===== src/rtl/led_count_allocator_if.sv =====
// Bundles the allocation request (amplitudes + start) and the LED-count result
// handed to the downstream LED serial driver.
interface led_count_allocator_if #(
  parameter int unsigned LEDS    = 50,
  parameter int unsigned BIN_QTY = 12,
  parameter int unsigned W       = 6,
  parameter int unsigned D       = 10
);
  localparam int unsigned QW = $clog2(LEDS);

  logic                              start;
  logic [BIN_QTY-1:0][W+D-1:0]       noteAmplitudes;
  logic [BIN_QTY-1:0][QW-1:0]        LEDCounts;
  logic                              data_v;
  logic                              busy;

  modport master (
    output start, noteAmplitudes,
    input  LEDCounts, data_v, busy
  );

  modport slave (
    input  start, noteAmplitudes,
    output LEDCounts, data_v, busy
  );
endinterface


===== src/rtl/led_count_allocator.sv =====
// Splits LEDS strip LEDs across BIN_QTY bins in proportion to amplitude, using a
// bit-serial restoring divider; the leftover from flooring goes to the loudest bin.
module led_count_allocator #(
  parameter int unsigned LEDS    = 50,
  parameter int unsigned BIN_QTY = 12,
  parameter int unsigned W       = 6,
  parameter int unsigned D       = 10
) (
  input  logic                   clk,
  input  logic                   rst,
  led_count_allocator_if.slave   bus
);

  localparam int unsigned QW = $clog2(LEDS);
  localparam int unsigned AW = W + D;
  localparam int unsigned SW = AW + $clog2(BIN_QTY);
  localparam int unsigned NW = AW + QW;
  localparam int unsigned IW = $clog2(BIN_QTY);
  localparam int unsigned BW = $clog2(QW);

  localparam logic [IW-1:0] LAST_BIN = IW'(BIN_QTY - 1);
  localparam logic [BW-1:0] LAST_BIT = BW'(QW - 1);

  generate
    if ((LEDS & (LEDS - 1)) == 0) begin : g_leds_not_pow2
      $error("led_count_allocator: LEDS must not be a power of two");
    end
  endgenerate

  typedef enum logic [2:0] {
    S_IDLE,
    S_LOAD,
    S_SUM,
    S_DIV,
    S_FIX,
    S_VALID
  } state_t;

  state_t                      state_q, state_d;
  logic [BIN_QTY-1:0][AW-1:0]  amp_q, amp_d;
  logic [SW-1:0]               sum_q, sum_d;
  logic [AW-1:0]               max_val_q, max_val_d;
  logic [IW-1:0]               max_idx_q, max_idx_d;
  logic [IW-1:0]               idx_q, idx_d;
  logic [BW-1:0]               bit_q, bit_d;
  logic [SW-1:0]               rem_q, rem_d;
  logic [QW-1:0]               quo_q, quo_d;
  logic [BIN_QTY-1:0][QW-1:0]  cnt_q, cnt_d;
  logic [QW:0]                 total_q, total_d;
  logic [BIN_QTY-1:0][QW-1:0]  led_counts_q, led_counts_d;
  logic                        data_v_q, data_v_d;
  logic                        busy_q, busy_d;

  logic [NW-1:0]               num;
  logic [QW-1:0]               num_lo;
  logic [SW-1:0]               rem_in;
  logic [QW-1:0]               quo_in;
  logic [QW-1:0]               quo_next;
  logic [SW:0]                 trial;
  logic                        ge;

  always_comb begin
    state_d      = state_q;
    amp_d        = amp_q;
    sum_d        = sum_q;
    max_val_d    = max_val_q;
    max_idx_d    = max_idx_q;
    idx_d        = idx_q;
    bit_d        = bit_q;
    rem_d        = rem_q;
    quo_d        = quo_q;
    cnt_d        = cnt_q;
    total_d      = total_q;
    led_counts_d = led_counts_q;

    num      = NW'(amp_q[idx_q]) * NW'(LEDS);
    num_lo   = num[QW-1:0];
    rem_in   = '0;
    quo_in   = '0;
    quo_next = '0;
    trial    = '0;
    ge       = 1'b0;

    case (state_q)
      S_IDLE, S_VALID: begin
        if (bus.start) begin
          amp_d     = bus.noteAmplitudes;
          sum_d     = '0;
          max_val_d = '0;
          max_idx_d = '0;
          idx_d     = '0;
          bit_d     = '0;
          state_d   = S_LOAD;
        end
      end

      S_LOAD: begin
        total_d = '0;
        state_d = S_SUM;
      end

      S_SUM: begin
        sum_d = sum_q + SW'(amp_q[idx_q]);
        if (amp_q[idx_q] > max_val_q) begin
          max_val_d = amp_q[idx_q];
          max_idx_d = idx_q;
        end
        if (idx_q == LAST_BIN) begin
          idx_d   = '0;
          bit_d   = '0;
          state_d = (sum_d == '0) ? S_FIX : S_DIV;
        end else begin
          idx_d = idx_q + 1'b1;
        end
      end

      S_DIV: begin
        // First step of each bin seeds the remainder with the numerator's top
        // AW bits; that value is below sum because amp <= sum and LEDS < 2^QW.
        rem_in   = (bit_q == '0) ? SW'(num[NW-1:QW]) : rem_q;
        quo_in   = (bit_q == '0) ? '0 : quo_q;
        trial    = {rem_in, num_lo[LAST_BIT - bit_q]};
        ge       = (trial >= {1'b0, sum_q});
        rem_d    = ge ? SW'(trial - {1'b0, sum_q}) : trial[SW-1:0];
        quo_next = {quo_in[QW-2:0], ge};
        quo_d    = quo_next;
        if (bit_q == LAST_BIT) begin
          bit_d        = '0;
          cnt_d[idx_q] = quo_next;
          total_d      = total_q + (QW+1)'(quo_next);
          if (idx_q == LAST_BIN) begin
            idx_d   = '0;
            state_d = S_FIX;
          end else begin
            idx_d = idx_q + 1'b1;
          end
        end else begin
          bit_d = bit_q + 1'b1;
        end
      end

      S_FIX: begin
        if (sum_q == '0) begin
          led_counts_d = '0;
        end else begin
          led_counts_d            = cnt_q;
          led_counts_d[max_idx_q] = cnt_q[max_idx_q] + QW'((QW+1)'(LEDS) - total_q);
        end
        state_d = S_VALID;
      end

      default: state_d = S_IDLE;
    endcase

    busy_d   = (state_d == S_LOAD) || (state_d == S_SUM) ||
               (state_d == S_DIV)  || (state_d == S_FIX);
    data_v_d = (state_d == S_VALID);
  end

  always_ff @(posedge clk) begin
    if (!rst) begin
      state_q      <= S_IDLE;
      amp_q        <= '0;
      sum_q        <= '0;
      max_val_q    <= '0;
      max_idx_q    <= '0;
      idx_q        <= '0;
      bit_q        <= '0;
      rem_q        <= '0;
      quo_q        <= '0;
      cnt_q        <= '0;
      total_q      <= '0;
      led_counts_q <= '0;
      data_v_q     <= 1'b0;
      busy_q       <= 1'b0;
    end else begin
      state_q      <= state_d;
      amp_q        <= amp_d;
      sum_q        <= sum_d;
      max_val_q    <= max_val_d;
      max_idx_q    <= max_idx_d;
      idx_q        <= idx_d;
      bit_q        <= bit_d;
      rem_q        <= rem_d;
      quo_q        <= quo_d;
      cnt_q        <= cnt_d;
      total_q      <= total_d;
      led_counts_q <= led_counts_d;
      data_v_q     <= data_v_d;
      busy_q       <= busy_d;
    end
  end

  assign bus.LEDCounts = led_counts_q;
  assign bus.data_v    = data_v_q;
  assign bus.busy      = busy_q;

endmodule


===== src/flat_wrapper.sv =====
// flat-port wrapper written by rule: the top's interface ports become plain ports
module led_count_allocator_flat 
#(
  parameter int unsigned LEDS    = 50,
  parameter int unsigned BIN_QTY = 12,
  parameter int unsigned W       = 6,
  parameter int unsigned D       = 10
)
  (clk, rst, bus_start, bus_noteAmplitudes, bus_LEDCounts, bus_data_v, bus_busy);
  led_count_allocator_if #(.LEDS(LEDS), .BIN_QTY(BIN_QTY), .W(W), .D(D)) bus_i ();
  input  logic clk;
  input  logic rst;
  input wire logic [$bits(bus_i.start)-1:0] bus_start;
  input wire logic [$bits(bus_i.noteAmplitudes)-1:0] bus_noteAmplitudes;
  output wire logic [$bits(bus_i.LEDCounts)-1:0] bus_LEDCounts;
  output wire logic [$bits(bus_i.data_v)-1:0] bus_data_v;
  output wire logic [$bits(bus_i.busy)-1:0] bus_busy;
  assign bus_i.start = bus_start;
  assign bus_i.noteAmplitudes = bus_noteAmplitudes;
  assign bus_LEDCounts = bus_i.LEDCounts;
  assign bus_data_v = bus_i.data_v;
  assign bus_busy = bus_i.busy;
  led_count_allocator #(.LEDS(LEDS), .BIN_QTY(BIN_QTY), .W(W), .D(D)) u_core (.clk(clk), .rst(rst), .bus(bus_i));
endmodule

===== config.mk =====
export PLATFORM = sky130hd
export DESIGN_NAME = led_count_allocator_flat
export DESIGN_NICKNAME = d
export VERILOG_FILES = /design/src/rtl/led_count_allocator_if.sv /design/src/rtl/led_count_allocator.sv /design/src/flat_wrapper.sv
export SDC_FILE = /design/constraint.sdc
export NUM_CORES = 1
export LEC_CHECK = 0
export CORE_AREA = 2 2 258 260
export DETAILED_ROUTE_END_ITERATION = 16
export DIE_AREA = 0 0 260 262
export HOLD_SLACK_MARGIN = 0.08
export PLACE_DENSITY_LB_ADDON = 0.08
export SLEW_MARGIN = 30
export SYNTH_ARGS = -nofsm -noshare
export SYNTH_HDL_FRONTEND = slang
export SYNTH_SLANG_ARGS = --single-unit

===== constraint.sdc =====
create_clock -name clk -period 9.1 [get_ports clk]
set_input_delay 1.365 -clock clk [delete_from_list [all_inputs] [get_ports clk]]
set_output_delay 1.365 -clock clk [all_outputs]
set_load 0.1 [all_outputs]

-- After elaboration in Yosys (flattened, before gate mapping)
Cells that the tools add are included.
- add/subtract/negate cells: 8
- multipliers: 1
- $lt $le $gt $ge: 7
- equality and inequality tests: 16
- multiplexer cells: 39
- reduce and logical (&&, ||, !) cells: 20
- operator list (kind ; count):
    $bwmux W72 ; 2
    $mux W72 ; 1
    $bmux W16 S4 ; 1
    $mux W20 ; 3
    $demux W6 S4 ; 2
    $mux W16 ; 3
    $logic_not A20 Y1 ; 2
    $pmux W20 S2 ; 1
    $pmux W16 S2 ; 1
    $bmux W6 S4 ; 1
    $mux W3 ; 8
    $ge A21 B20 Y1 ; 1
    $mul A16 B5 Y21 const B ; 1
    $add A20 B16 Y20 ; 1
    $sub A20 B20 Y20 ; 1
    $mux W6 ; 3
    $gt A16 B16 Y1 ; 1
    $mux W4 ; 4
    $eq A3 B3 Y1 const B ; 5
    $pmux W3 S5 ; 1
    $pmux W7 S2 ; 1
    $eq A3 B2 Y1 const B ; 4
    $pmux W4 S3 ; 1
    $lt A4 B5 Y1 const B ; 2
    26 further kinds ; 40
- register bits after elaboration: 420
- bits of input ports: 195
- output and inout port bits: 74
- logic and storage cells: 138

-- Depth between registers and ports, before layout
- depth in word-level cells: 11
- mapped depth: 39
- mapped depth without buffers: 36

-- Worst setup path after synthesis
Ideal clock, no wire load.
- path kind: flip-flop to flip-flop
- start point: register u_core.idx_q[1]
- end point: register u_core.total_q[5]
- setup time: 0.115 ns
- arrival: 7.868 ns
- data required time: 8.985 ns
- setup slack: 1.117 ns
- cell stages (with the launch flop): 37
- path buffers: 5
- clock period less this slack: 7.983 ns
- cell sequence: dfxtp_1 -> buf_2 -> buf_2 -> clkbuf_1 -> clkbuf_1 -> mux4_2 -> o2bb2ai_1 -> ha_1 -> ha_1 -> inv_1 -> fa_1 -> inv_1 -> ha_1 -> o21ai_0 -> o21ai_1 -> a31oi_1 -> o221a_2 -> or4_1 -> nand3_1 -> ha_1 -> a21o_1 -> a21o_1 -> a21o_1 -> a221oi_1 -> a21oi_1 -> nor2_2 -> inv_2 -> buf_1 -> ha_1 -> a21o_1 -> a21oi_1 -> o21bai_1 -> a21oi_1 -> xnor2_1 -> a21oi_1 -> nor2b_1 -> o21a_1
- cells in the longest elaborated chain, start to end: 9
- elaborated cells on any way between the ends: 10
- classes of those cells: add/sub (1); mul (1); order compare (1); mux (7)
- RTL lines (element ; RTL line ; text):
    from (decl) ; led_count_allocator.sv:44 ; logic [IW-1:0] idx_q, idx_d;
    from (signal assigned) ; led_count_allocator.sv:182 ; idx_q <= idx_d;
    $bmux W16 S4 * ; led_count_allocator.sv:76 ; num = NW'(amp_q[idx_q]) * NW'(LEDS);
    $mux W16 (implied by the code) * ; led_count_allocator.sv:76 ;
    $mul A16 B5 Y21 * ; led_count_allocator.sv:76 ;
    $bmux W1 S3 ; led_count_allocator.sv:122 ; trial = {rem_in, num_lo[LAST_BIT - bit_q]};
    $mux W1 (implied by the code) ; led_count_allocator.sv:122 ;
    $ge A21 B20 Y1 * ; led_count_allocator.sv:123 ; ge = (trial >= {1'b0, sum_q});
    $add A7 B6 Y7 * ; led_count_allocator.sv:130 ; total_d = total_q + (QW+1)'(quo_next);
    $mux W7 * ; led_count_allocator.sv:127 ; if (bit_q == LAST_BIT) begin
    $pmux W7 S2 * ; led_count_allocator.sv:84 ; case (state_q)
    to (signal assigned) ; led_count_allocator.sv:187 ; total_q <= total_d;
    to (decl) ; led_count_allocator.sv:49 ; logic [QW:0] total_q, total_d;
Every way passes the cells marked *; elsewhere a longest branch is shown, timed or not. The select of a mux whose other input is x is not followed.
A chain may end at the register's enable or synchronous reset.

-- Final worst setup path
Ends and elaborated chain as after synthesis.

==> impl_metrics.toml <==
[worst_hold_path]
worstHoldPathType = "flip-flop to flip-flop"
min-delay-start = "u_core.amp_q[174]$_SDFFE_PN0P_"

[power]
pwr_density_cell_nw_per_um2 = 188
p_leak_nw = 10.2
irDropWorstVdd_uv = 147

[detailed_routing]
first_pass_iters = 7
wirelength_mm = 75.3
vias_per_cell = 5.22
drt_iter0_markers = 1354
num_vias = 20200
wl_per_cell_um = 19.4
ant_nets = 0
drc = 0

[yosys]
synthArstFlopShare_pct = 0
yosysWarnings = 0
synthTopCellsByArea = "dfxtp_1, a21oi_1, nand2_1"
yosysTopAreaCell = "dfxtp_1"
synth.distinct_cells = 86
synth_edf_count = 0
synth-seq-area-share_pct = 36.9
ys.flop_type = "dfxtp_1"
syn-num-nets = 3145
postSynthCellCount = 2809
synth-seq-cells = 419
syn_area_um2 = 22700
avgSynthCellArea_um2 = 8.08
synth_top_area_share_pct = 36.9

[placed_design]
port_buffers = 268
hpwl_mm = 55.3
placed_area_um2 = 26000
finalWeightedCongestion = 0.858

[clocking]
cts.path.max_buffers = 3
cts_tree = "built"
cts_setup_buffers = 0
clk_latency_ns = 0.60
clock_sinks = 419
ctsHoldBuffers = 0
cts_buffers = 48
root_buffer = "clkbuf_16"
htree_num_levels = 2
ctsResizeCount = 0
path_clk_slew_ns = 0.06

[layout]
area_delta_synth_final_pct = 21.9
fill_cells = 6573
final_common_cell = "nand2_1"
nets = 3308
final_area_um2 = 27700
drive_gt1_share_pct = 7.64
antenna_cells = 0
final_cell_mix = "nand2_1, a21oi_1, dfxtp_1"

[grt]
grt_max_degree = 146
grt_pass1_wl_mm = 116
antenna_found_initial = 2
grt_pass1_vias = 19800
grt_usage_pct = 21.6
grt_overflow_total = 0

[critical_path]
crit_path_max_incr_delay_ns = 0.75
cp-start-kind = "flip-flop"
cpMostUsedCell = "ha_1"
startpoint = "u_core.idx_q[1]$_SDFFE_PN0P_"
worstSetupPathType = "flip-flop to flip-flop"
critPathBufInv = 2
r2r-start = "u_core.idx_q[1]$_SDFFE_PN0P_"
cp_top_family = "compound AO/OA/AOI/OAI gates"
crit_path_top_delay_cell = "o21ai_0"
reg2reg_slack_ns = 0.61
end_kind = "flip-flop"
path_max_fanout = 32
critical_path_arrival_ns = 8.98
worstPathRequired_ns = 9.60

[floorplanning]
io_pins = 269
dieArea_um2 = 68100
die_h_um = 262
coreArea_um2 = 65300
die_w_um = 260
rows = 94
initial_utilization_pct = 34.8

[sta]
relSlewSlack_pct = 31.8
fmax_ghz = 0.118
min_period_ns = 8.49
hold_violations = 0
slew_violations = 0
fin_tns_setup_ns = 0
worstMarginPinSlew_ns = 1.02
fin_crit_sh_pct = 93.2
setup_viol = 0
finalClockSkew_ns = 0.0191
rsz0062_at_grt = "false"

[outcome]
status = "finished clean"

[job]
cap_viol_max_count = 0
state kept, by name, summed over array words and instances, names as in the netlist:
name	cells
u_core.bus.busy	1
u_core.bit_q	3
u_core.cnt_q	72
u_core.sum_q	20
u_core.quo_q	5
u_core.max_val_q	16
u_core.total_q	6
u_core.bus.LEDCounts	72
u_core.idx_q	4
u_core.state_q	3
u_core.bus.data_v	1
u_core.max_idx_q	4
u_core.rem_q	20
u_core.amp_q	192
worst reg2reg max path, delay by kind of cell (launching register included):
| kind | cells | cell delay, ns |
|---|---|---|
| fa+ha+maj | 6 | 1.99 |
| flops | 1 | 0.60 |
| buf+inv | 2 | 0.57 |
| xor+xnor | 2 | 0.41 |
| simple gates | 6 | 0.83 |
| compound gates | 14 | 3.59 |
| mux | 2 | 0.40 |
metrics by stage:
| stage | cells | hold slack, ns | power, W | utilization, % | worst slack (ns) |
|---|---|---|---|---|---|
| CTS | 3875 | 0.454 | 0.00526 | 42.4 | 0.670 |
| global placement | 3784 | 0.441 | 0.00318 | 39.8 | 0.897 |
| global route | 3876 | 0.468 | 0.00546 | 42.4 | 0.000524 |
| finish | 3876 | 0.453 | 0.00520 | 42.4 | 0.615 |
| detailed placement | 3785 | 0.446 | 0.00319 | 39.8 | 0.717 |
| floorplan | 2809 | 0.433 | 0.00280 | - | 1.12 |
cell families after synthesis:
| kind of cell | count (synthesis) | share of synthesized area [%] |
|---|---|---|
| muxes | 150 | 10.2 |
| AOI/OAI and AO/OA | 709 | 18.0 |
| DFF | 419 | 36.9 |
| xor gates and xnor gates | 43 | 1.66 |
| buffers and inverters | 292 | 5.35 |
| adders and majority gates | 141 | 8.26 |
| and+or+nand+nor | 1055 | 19.5 |
cells in the mapped netlist, drive strengths merged (4+ instances only):
library cell  number
o211ai             5
and2              15
nor3              34
a21boi             5
clkbuf           162
and3              10
o31ai              4
xnor2             29
o21ai             81
a211oi            37
nor2b             12
nand2b            30
nor4              11
dfxtp            419
xor2              14
mux2i             82
or3                5
inv               99
nand3             58
o2bb2ai            9
nand4              8
mux4              65
a2111oi            9
a21o              31
or2                5
a21oi            449
fa                15
ha               126
a221oi             6
nor2             361
o21a              19
buf               31
a31oi             19
or4                8
o21bai             5
nand2            487
final timing paths:
check | endpoint | depth (start not counted)
setup reg to reg | u_core.total_q[5]$_SDFFE_PN0P_ | 32
hold reg to reg | u_core.amp_q[174]$_SDFFE_PN0P_ | 2
hold / removal | u_core.amp_q[174]$_SDFFE_PN0P_ | 2
setup / recovery | u_core.total_q[5]$_SDFFE_PN0P_ | 32
area by class of cell:
| type | instances | area (um^2) | share of cell area [%] |
|---|---|---|---|
| Inverter | 99 | 379 | 1.37 |
| Sequential cell | 419 | 8390 | 30.3 |
| Timing Repair Buffer | 306 | 3000 | 10.8 |
| Clock buffer | 69 | 1410 | 5.10 |
| Tap cell | 864 | 1080 | 3.90 |
| Clock inverter | 21 | 274 | 0.990 |
| Multi-Input combinational cell | 2098 | 13200 | 47.5 |
power breakdown:
| part | leakage [nW] | switching [W] | internal [W] |
|---|---|---|---|
| Combinational | 5.99 | 0.000716 | 0.000488 |
| Clock | 0.826 | 0.000822 | 0.00122 |
| Sequential | 3.41 | 0.0000489 | 0.00190 |
routing by layer:
metal / up-vias / track usage (%) / share of wire [%]
met4: 2 / 5.73 / 2.3
li1: 10000 / - / -
met5: - / 0 / 0.011
met2: 551 / 34.9 / 46
met1: 9580 / 30.1 / 47
met3: 95 / 3.38 / 4.9
No activity file was read; power rests on OpenSTA's default activity.
